--- src/rtl/therm_stable_decoder.sv ---
// Thermometer bubble corrector and k decoder with a consecutive-sample debounce
// filter; each newly stable k is published on a valid/ready output port.
module therm_stable_decoder #(
   parameter  int N          = 5,
   parameter  int STABLE_CNT = 3,
   localparam int CW         = $clog2(N + 1)
) (
   input  logic          clk,
   input  logic          rst,
   input  logic [N-1:0]  in_therm,
   input  logic          in_valid,
   output logic          in_ready,
   output logic [CW-1:0] out_count,
   output logic          out_bubble,
   output logic          out_valid,
   input  logic          out_ready
);

   localparam int NW = $clog2(STABLE_CNT + 1);
   localparam logic [NW-1:0] CNT_MAX = NW'(STABLE_CNT);

   logic          stall;
   logic [N+1:0]  ext;
   logic [N-1:0]  corr;
   logic          raw_bub;

   logic          s1_vld;
   logic [N-1:0]  s1_c;
   logic          s1_b;
   logic [CW-1:0] s1_ones;
   logic [CW-1:0] s1_k;

   logic [CW-1:0] cand, cand_nxt;
   logic [NW-1:0] cnt, cnt_nxt;
   logic          pub_vld;
   logic          sticky_bub;
   logic          publish;

   assign stall    = out_valid && !out_ready;
   assign in_ready = !stall;

   // Pad with the implied t[-1]=0 and t[N]=1 so the edge bits vote like the rest.
   assign ext     = {1'b1, in_therm, 1'b0};
   assign raw_bub = |(in_therm[N-2:0] & ~in_therm[N-1:1]);

   always_comb begin
      corr = '0;
      for (int unsigned i = 0; i < N; i++) begin
         corr[i] = (ext[i] & ext[i+1]) | (ext[i] & ext[i+2]) | (ext[i+1] & ext[i+2]);
      end
   end

   always_comb begin
      s1_ones = '0;
      for (int unsigned i = 0; i < N; i++) begin
         s1_ones = s1_ones + CW'(s1_c[i]);
      end
      s1_k = CW'(N) - s1_ones;
   end

   always_comb begin
      cand_nxt = cand;
      cnt_nxt  = cnt;
      if (s1_k == cand) begin
         if (cnt != CNT_MAX) cnt_nxt = cnt + 1'b1;
      end else begin
         cand_nxt = s1_k;
         cnt_nxt  = NW'(1);
      end
      publish = s1_vld && !stall && (cnt_nxt == CNT_MAX)
                && (!pub_vld || (cand_nxt != out_count));
   end

   always_ff @(posedge clk) begin
      if (rst) begin
         s1_vld     <= 1'b0;
         s1_c       <= '0;
         s1_b       <= 1'b0;
         cand       <= '0;
         cnt        <= '0;
         pub_vld    <= 1'b0;
         sticky_bub <= 1'b0;
         out_count  <= '0;
         out_bubble <= 1'b0;
         out_valid  <= 1'b0;
      end else begin
         if (!stall) begin
            s1_vld <= in_valid;
            if (in_valid) begin
               s1_c <= corr;
               s1_b <= raw_bub;
            end
         end
         if (s1_vld && !stall) begin
            cand       <= cand_nxt;
            cnt        <= cnt_nxt;
            sticky_bub <= publish ? 1'b0 : (sticky_bub | s1_b);
         end
         // A publish landing on the handshake cycle keeps out_valid asserted.
         if (publish) begin
            out_count  <= cand_nxt;
            out_bubble <= sticky_bub | s1_b;
            out_valid  <= 1'b1;
            pub_vld    <= 1'b1;
         end else if (out_valid && out_ready) begin
            out_valid  <= 1'b0;
         end
      end
   end

endmodule

--- config.mk ---
export PLATFORM = sky130hd
export DESIGN_NAME = therm_stable_decoder
export DESIGN_NICKNAME = d
export VERILOG_FILES = /design/src/rtl/therm_stable_decoder.sv
export SDC_FILE = /design/constraint.sdc
export NUM_CORES = 1
export LEC_CHECK = 0
export BUFFER_PORTS_ARGS = -buffer_cell sky130_fd_sc_hd__buf_2
export CORE_MARGIN = 8
export CORE_UTILIZATION = 52
export CTS_BUF_LIST = sky130_fd_sc_hd__clkbuf_8
export CTS_CLUSTER_SIZE = 10
export DETAILED_ROUTE_END_ITERATION = 8
export PLACE_DENSITY = 0.77
export REMOVE_ABC_BUFFERS = 1
export SLEW_MARGIN = 25
export SYNTH_ARGS = -nofsm -noshare
export SYNTH_HDL_FRONTEND = slang
export SYNTH_SLANG_ARGS = --single-unit
--- constraint.sdc ---
create_clock -name clk -period 2.7 [get_ports clk]
set_clock_uncertainty 0.1 [all_clocks]
set_input_delay 0 -clock clk [delete_from_list [all_inputs] [get_ports clk]]
set_output_delay 0 -clock clk [all_outputs]
set_load 0.005 [all_outputs]
* Word-level counts from Yosys, hierarchy flattened
Cells that the tools add are included.
Storage, ports and cells: output and inout bits 6, input port bits 9, logic and storage cells 57, register bits 19
Operators by class: equal/unequal tests 4, add/sub/neg operators 6, reduce and logical (&&, ||, !) cells 12, bitwise logic cells 19, muxes and demuxes 6
Operators by type and width (count):
- bitwise OR 1 bit | 9
- bitwise AND 1 bit | 7
- adder 3 x 1 -> 3 bit | 2
- logical AND 1 bit | 5
- bitwise AND 4 bit | 1
- two-way mux 2 bit | 2
- inverter 4 bit | 1
- OR reduction 4 bit | 1
- adder 2 x 1 -> 3 bit | 1
- equality test 3 bit | 1
- zero test 1 bit | 3
- two-way mux 1 bit | 3
- two-way mux 3 bit | 1
- inequality test 3 bit | 1
- subtractor 3 bit (first input constant) | 1
- adder 1 x 1 -> 2 bit | 1
- adder 2 x 1 -> 2 bit (second input constant) | 1
- equality test 2 bit (second input constant) | 1
- inequality test 2 bit (second input constant) | 1
- AND reduction 2 bit | 1
- nonzero test 2 bit | 1
- logical OR 1 bit | 1
- inverter 1 bit | 1

* Logic depth before layout (Yosys ltp)
Gate-level depths: netlist of run 1.
depth after elaboration 11, gate-level depth with buffers 10, depth with buffers taken out 9

* Least setup slack after synthesis of run 1
Ideal clock, no wire load.
path type register to register, from register s1_c[1], to register cnt[0], arrival 2.321 ns, path slack 0.148 ns, path buffers 1, cell stages (with the launch flop) 11, required time 2.469 ns, cell sequence dfxtp_1 -> fa_1 -> ha_1 -> ha_1 -> inv_1 -> ha_1 -> xnor2_1 -> and4_1 -> buf_2 -> and4b_1 -> nor3_1
On the way: word-level cells in the longest chain between the ends 7
RTL lines:
- start: declaration | RTL line 28 | logic [N-1:0] s1_c;
- start signal: assignment | RTL line 90 | s1_c <= corr;
- adder 1 x 1 -> 2 bit | RTL line 56 | s1_ones = s1_ones + CW'(s1_c[i]);
- adder 2 x 1 -> 3 bit | RTL line 56
- adder 3 x 1 -> 3 bit (2 in series) | RTL line 56
- subtractor 3 bit | RTL line 58 | s1_k = CW'(N) - s1_ones;
- equality test 3 bit | RTL line 64 | if (s1_k == cand) begin
- two-way mux 2 bit | RTL line 64
- end signal: assignment | RTL line 96 | cnt <= cnt_nxt;
- end: declaration | RTL line 34 | logic [NW-1:0] cnt, cnt_nxt;
Every way passes these cells. A chain may end at the register's enable or synchronous reset.

* Final worst setup path of run 1
from register s1_c[3], to register out_bubble
On the way: word-level cells in the longest chain between the ends 8
RTL lines:
- adder 3 x 1 -> 3 bit * (2 in series) | RTL line 56
- subtractor 3 bit * | RTL line 58
- equality test 3 bit | RTL line 64
- two-way mux 3 bit or two-way mux 2 bit (tied branches) | RTL line 64
- inequality test 3 bit or equality test 2 bit (tied branches) | RTL line 71, 70
- logical OR 1 bit or logical AND 1 bit (tied branches) | RTL line 71, 70
- logical AND 1 bit * | RTL line 71 | && (!pub_vld || (cand_nxt != out_count));
- end signal: assignment | RTL line 102 | out_bubble <= sticky_bub | s1_b;
- end: declaration | RTL line 14 | output logic out_bubble,
Mark *: on every way between the ends. The rest lies on a longest branch, timed or not.

==> run summary, run 1 <==
Syn Inst Count -> 106
total grt overflow -> 0
setup TNS -> -0.0162 ns
Hold Crit Start -> rst
r2r startpoint -> s1_c[3]
Internal Pwr Total -> 0.489 mW
drt wl/cell -> 16.0 µm
Worst Hold Slack -> 0.0333 ns
Pwr Density -> 527 nW/µm²
die area -> 3510 µm²
vias -> 885
initial antenna violation count -> 0
clock-pin slew of the registers on the worst-case setup and hold paths -> 0.07 ns
Final WS setup -> -0.0156 ns
RD Place Congestion -> 0.897
reg2reg end -> out_bubble
die width -> 59.3 µm
Min-Delay Path Class -> in2reg
worst endpoint data arrival time -> 2.74 ns
vias in the first global route -> 847
r2r setup slk -> -0.02 ns
All-Layer GR Usage -> 14.2%
min Tclk post-route -> 2.72 ns
setup repair after global routing missed its margin -> yes
PortBufs -> 14
IO Count -> 15
Max VDD drop -> 0.351 mV
met2 Use GR -> 24.5%
layout cells sized above 1 -> 29.5%
Clk Latency, worst-skew pair -> 0.26 ns
Sw Pwr -> 0.196 mW
final hold viol count -> 0
Slew @ Worst Pin -> 0.392 ns
Crit Path Category -> reg2reg
ys flop type -> dfxtp_1
post-synth top area cell -> dfxtp_1
most numerous cell in the Yosys netlist -> dfxtp_1
first-pass GRT wire length -> 3780 µm
top post-synthesis cells by area -> dfxtp_1 39%, ha_1 5.1%, nor2_1 4.6%, a211oi_1 3.9%, a21oi_1 3.6%
Synth Area per Inst -> 9.18 µm²
gr busiest metal -> met2
core box area -> 1750 µm²
Initial Utilization -> 55.8%
Cell Rows -> 15
outcome -> finished with violations
Worst Hold Depth -> 2
reg2reg path depth -> 9
crit end category -> register
synthesis-stage register bit count -> 19
clock network fraction of total power -> 28.7%
Hold EP -> pub_vld
Comb pwr share -> 27.0%
Max clock buf depth -> 2
Mapped Area -> 973 µm²
Post-synth EDFFs -> 0
CP Data Required Time -> 2.73 ns
HPWL after detailed placement -> 1450 µm
FMAX -> 368 MHz
Tot Pwr -> 0.685 mW
ANT cells -> 0
final setup fails -> 2
total CTS buffers -> 3
Synth top cells by count -> 19 x dfxtp_1, 12 x nor2_1, 7 x a21oi_1, 7 x nand2_1, 5 x a211oi_1
Core Util, Final -> 74.5%
GR Layer Usage met1 -> 16.3%
via/cell ratio -> 5.75
Area Overhead vs Synth -> 33.5%
M3 GR Usage -> 3.04%
max-cap check violation count -> 0
Synth cell types -> 32
clock sink count -> 19
drt initial violations -> 24
clock root buffer -> clkbuf_8
DRT Pass-1 Iters -> 4
Seq pwr share -> 44.3%
Final Net Count -> 144
final period utilization -> 101%
CTS H-tree depth -> 1
switching power share of the total -> 28.6%
Die Height -> 59.3 µm
Synth Warn # -> 0
post-route ant nets -> 0
Slew Limit Fails -> 0
relative slew slack -> 73.9%
drt total wl -> 2470 µm
failing checks -> negative setup slack
Seq/Total Area, Yosys -> 39.1%
ys async rst share -> 0%
Fillers -> 120
largest net degree at the start of global routing -> 21
CTS tree -> done
Crit Path Max Fanout -> 4
top cell type's share of synthesized area -> 39.1%
critical path launch point type -> register
Leak -> 0.503 nW
# DRC -> 0
through the flow:
stage	cells	setup WS [ns]	area, µm²
floorplan	99	0.149	936
global placement	139	0.0148	1040
detailed placement	139	-0.115	1040
CTS	153	0.00178	1210
global route	154	-0.113	1300
finish	154	-0.0156	1300
power by group through the flow:
stage	sequential (mW)	clock, mW	combinational, mW
floorplan	0.306	0	0.0856
global placement	0.308	0	0.117
detailed placement	0.308	0	0.122
CTS	0.302	0.196	0.142
global route	0.305	0.209	0.200
finish	0.304	0.196	0.185
routing by layer:
metal	part of all wire [%]	vias to the layer above	wire, µm
met5	0	-	0
li1	-	432	-
met2	51	28	1270
met3	4.8	9	118
met1	41	416	1020
met4	2.6	0	65
layout by cell type, fill, tap and decap left out, types with 2 or more instances in the layout:
master and n:
a211oi_2 3, nand2b_1 2, a21oi_1 7, nand2_1 7, mux2i_1 2, xnor2_2 2
nand3_1 2, buf_4 2, dlygate4sd3_1 10, a211oi_1 2, nor3_1 4, dfxtp_2 2
nor2_1 12, o21ai_0 4, a31oi_1 2, and4_4 2, and2_1 2, clkbuf_8 3
dfxtp_1 17, buf_2 14, a311oi_1 3, xor2_1 2, nand4_1 4, ha_4 4
registers in the layout, summed over array words and instances, names as in the netlist:
register / flops
cand: 3
s1_c: 5
s1_vld: 1
s1_b: 1
cnt: 2
out_bubble: 1
out_count: 3
sticky_bub: 1
pub_vld: 1
out_valid: 1
cells by family (layout without fill, tap and decap cells):
group	count (synthesis)	count (layout)	share of synthesized area (%)
XOR/XNOR	7	7	9.25
multiplexers	2	2	2.06
AND/OR/NAND/NOR	39	39	21.2
AO/OA/AOI/OAI	25	25	16.6
buffers and inverters	9	32	4.63
adder cells (fa/ha/maj)	5	5	7.20
flip-flops	19	19	39.1
how the worst max path moves through the flow:
stage               startpoint      endpoint  slack [ns]  cells past startpoint
finish                 s1_c[3]    out_bubble       -0.02                      9
global route           s1_c[3]    out_bubble       -0.11                      9
CTS                    s1_c[1]  out_count[2]       0.002                      9
detailed placement     s1_c[1]  out_count[2]       -0.12                      9
global placement       s1_c[1]  out_count[0]        0.01                      9
floorplan              s1_c[1]    out_bubble        0.15                      9
worst max-delay path, stage by stage, from the launching register on:
cell and delay [ns]:
dfxtp_2 0.34, fa_1 0.52, ha_4 0.31, ha_4 0.13
inv_4 0.03, ha_4 0.25, xnor2_2 0.20, nand4_1 0.19
nor3_4 0.38, a211oi_2 0.13
what timing repair did:
action / in CTS / in global routing
endpoints found under the setup margin: 8 / 8
hold buffers: 10 / 0
buffers inserted: 0 / 1
pin swaps: 2 / 11
gates resized for setup: 5 / 17
hold endpoints to repair: 7 / 0
area by class of cell:
| class | instances | area (µm²) | share of cell area [%] |
|---|---|---|---|
| clock inverters | 1 | 3.75 | 0.289 |
| well taps | 25 | 31.3 | 2.41 |
| repair buffers | 26 | 185 | 14.2 |
| multi-input cells | 78 | 646 | 49.7 |
| flip-flops and latches | 19 | 383 | 29.5 |
| clock buffers | 3 | 41.3 | 3.18 |
| inverters | 2 | 10.0 | 0.770 |
No activity file was read; power rests on OpenSTA's default activity.
==> run 2: changes to the inputs <==
--- a/config.mk
+++ b/config.mk
@@ -7,11 +7,11 @@
 export LEC_CHECK = 0
 export BUFFER_PORTS_ARGS = -buffer_cell sky130_fd_sc_hd__buf_2
 export CORE_MARGIN = 8
-export CORE_UTILIZATION = 52
+export CORE_UTILIZATION = 57
 export CTS_BUF_LIST = sky130_fd_sc_hd__clkbuf_8
 export CTS_CLUSTER_SIZE = 10
 export DETAILED_ROUTE_END_ITERATION = 8
-export PLACE_DENSITY = 0.77
+export PLACE_DENSITY = 0.8
 export REMOVE_ABC_BUFFERS = 1
 export SLEW_MARGIN = 25
 export SYNTH_ARGS = -nofsm -noshare
==> constraint.sdc (replaced) <==
create_clock -name clk -period 2.6 [get_ports clk]
set_clock_uncertainty 0.1 [all_clocks]
set_input_delay 0 -clock clk [delete_from_list [all_inputs] [get_ports clk]]
set_output_delay 0 -clock clk [all_outputs]
set_load 0.005 [all_outputs]
==> run summary, run 2 (synthesis results as in run 1) <==
outcome -> finished with violations
failing checks -> negative setup slack
post-CTS setup buffers -> 0 (unchanged)
Min-Delay Path Class -> in2reg
CP Data Required Time -> 2.63 ns (-0.10 ns)
Final WS setup -> -0.125 ns (-0.109 ns)
final hold viol count -> 0 (unchanged)
gr busiest metal -> met2
crit end category -> register
Leak -> 0.495 nW (-1.5%)
DRT Pass-1 Iters -> 4 (unchanged)
clock sink count -> 19 (unchanged)
drt wl/cell -> 19.4 µm (+21%)
GR Layer Usage met1 -> 19.4% (+3.2 points)
largest reg by FF count -> s1_c
relative slew slack -> 74.3% (+0.37 points)
area post-placement -> 1030 µm² (-0.96%)
RD Place Congestion -> 0.902 (+0.64%)
Slew Limit Fails -> 0 (unchanged)
CTS tree -> done
first-pass GRT wire length -> 4250 µm (+12%)
Die Height -> 57.3 µm (-3.3%)
post-route ant nets -> 0 (unchanged)
Max VDD drop -> 0.352 mV (+0.19%)
Crit Path Max Fanout -> 5 (+1)
clock-pin slew of the registers on the worst-case setup and hold paths -> 0.07 ns (about the same)
commonest non-fill, non-tap cell in the layout -> dfxtp_1
highest-count cells in the layout ignoring fill and taps -> 17 x dfxtp_1, 14 x buf_2, 12 x nor2_1
All-Layer GR Usage -> 16.7% (+2.5 points)
Tot Pwr -> 0.717 mW (+4.8%)
FMAX -> 367 MHz (-0.34%)
Pwr Density -> 558 nW/µm² (+6.0%)
final period utilization -> 105% (+4.2 points)
total grt overflow -> 0 (unchanged)
min Tclk post-route -> 2.72 ns (+0.00927 ns)
largest net degree at the start of global routing -> 21 (unchanged)
total CTS buffers -> 3 (unchanged)
# DRC -> 0 (unchanged)
Clk Latency, worst-skew pair -> 0.25 ns (about the same)
max reg flops -> 5 (unchanged)
Slew @ Worst Pin -> 0.386 ns (-0.00555 ns)
Fillers -> 110 (-8.3%)
core box area -> 1670 µm² (-4.3%)
vias -> 893 (+0.90%)
ANT cells -> 0 (unchanged)
Post-Layout Inst Area -> 1280 µm² (-1.2%)
PortBufs -> 14 (unchanged)
Final Net Count -> 143 (-0.69%)
clock root buffer -> clkbuf_8
biggest regs -> s1_c x5, cand x3, out_count x3
drt initial violations -> 40 (+67%)
met2 Use GR -> 28.0% (+3.5 points)
initial antenna violation count -> 0 (unchanged)
M3 GR Usage -> 3.36% (+0.33 points)
Hold Crit Start -> rst
vias in the first global route -> 900 (+6.3%)
via/cell ratio -> 6.16 (+7.2%)
layout cells sized above 1 -> 27.3% (-2.1 points)
IO Count -> 15 (unchanged)
worst endpoint data arrival time -> 2.75 ns (about the same)
CTS H-tree depth -> 1 (unchanged)
die width -> 57.3 µm (-3.3%)
Core Util, Final -> 76.9% (+2.4 points)
Crit Path Category -> reg2reg
Initial Utilization -> 58.3% (+2.5 points)
HPWL after detailed placement -> 1460 µm (+0.23%)
critical path launch point type -> register
setup TNS -> -0.278 ns (-0.262 ns)
die area -> 3290 µm² (-6.4%)
drt total wl -> 2820 µm (+14%)
Max clock buf depth -> 2 (unchanged)
Area Overhead vs Synth -> 32.0%
r2r startpoint -> s1_c[1]
max-cap check violation count -> 0 (unchanged)
final setup fails -> 3 (+1)
Cell Rows -> 15 (unchanged)
CP Launch Point -> s1_c[1]
setup repair after global routing missed its margin -> yes
-- run 2: per-stage QoR --
step	instances	setup WS [ns]	hold WS, ns
final	145	-0.125	0.0385
after global routing	145	-0.163	0.0672
after CTS	145	0.0000555	0.0149
after detailed placement	131	-0.202	0.175
after global placement	131	-0.121	0.163
after floorplan	99	0.0486	-0.0309
-- run 2: timing repair --
action | 4_1_cts | 5_1_grt
pin swaps | 9 | 8
endpoints found under the setup margin | 9 | 6
hold buffers | 10 | 0
endpoints found under the hold margin | 7 | 0
gates resized for setup | 17 | 3
-- run 2: layout make-up --
cell class | instances | area (µm²) | area share [%]
inverter | 2 | 7.51 | 0.584
multi-input combinational | 78 | 647 | 50.3
sequential | 19 | 383 | 29.8
clock buffer | 3 | 41.3 | 3.21
clock inverter | 1 | 3.75 | 0.292
tap | 17 | 21.3 | 1.66
timing repair buffer | 25 | 181 | 14.1
-- run 2: power by group --
part / internal (mW) / total [mW] / leakage, nW / switching [mW]
Combinational: 0.100 / 0.204 / 0.312 / 0.104
Clock: 0.105 / 0.198 / 0.0269 / 0.0934
Sequential: 0.305 / 0.315 / 0.156 / 0.0102
-- run 2: final timing paths --
kind | slack, ns | cells past startpoint | endpoint
worst max-delay path | -0.12 | 10 | out_bubble
worst min-delay path | 0.04 | 2 | s1_vld
worst max register to register | -0.12 | 10 | out_bubble
worst min register to register | 0.39 | 2 | s1_b
-- run 2: routing by layer --
layer | vias up | routed length, µm
met5 | - | 0
met4 | 0 | 157
met3 | 18 | 141
met2 | 47 | 1340
met1 | 395 | 1180
li1 | 433 | -
-- run 2: critical path, cell delays in order, from the launching register on --
cell and delay, ns:
dfxtp_2 0.33, fa_1 0.51, ha_4 0.18, ha_4 0.25, inv_2 0.03, ha_4 0.28, buf_6 0.12, xnor2_4 0.12
nand4_1 0.26, a31oi_2 0.34, a211oi_2 0.07
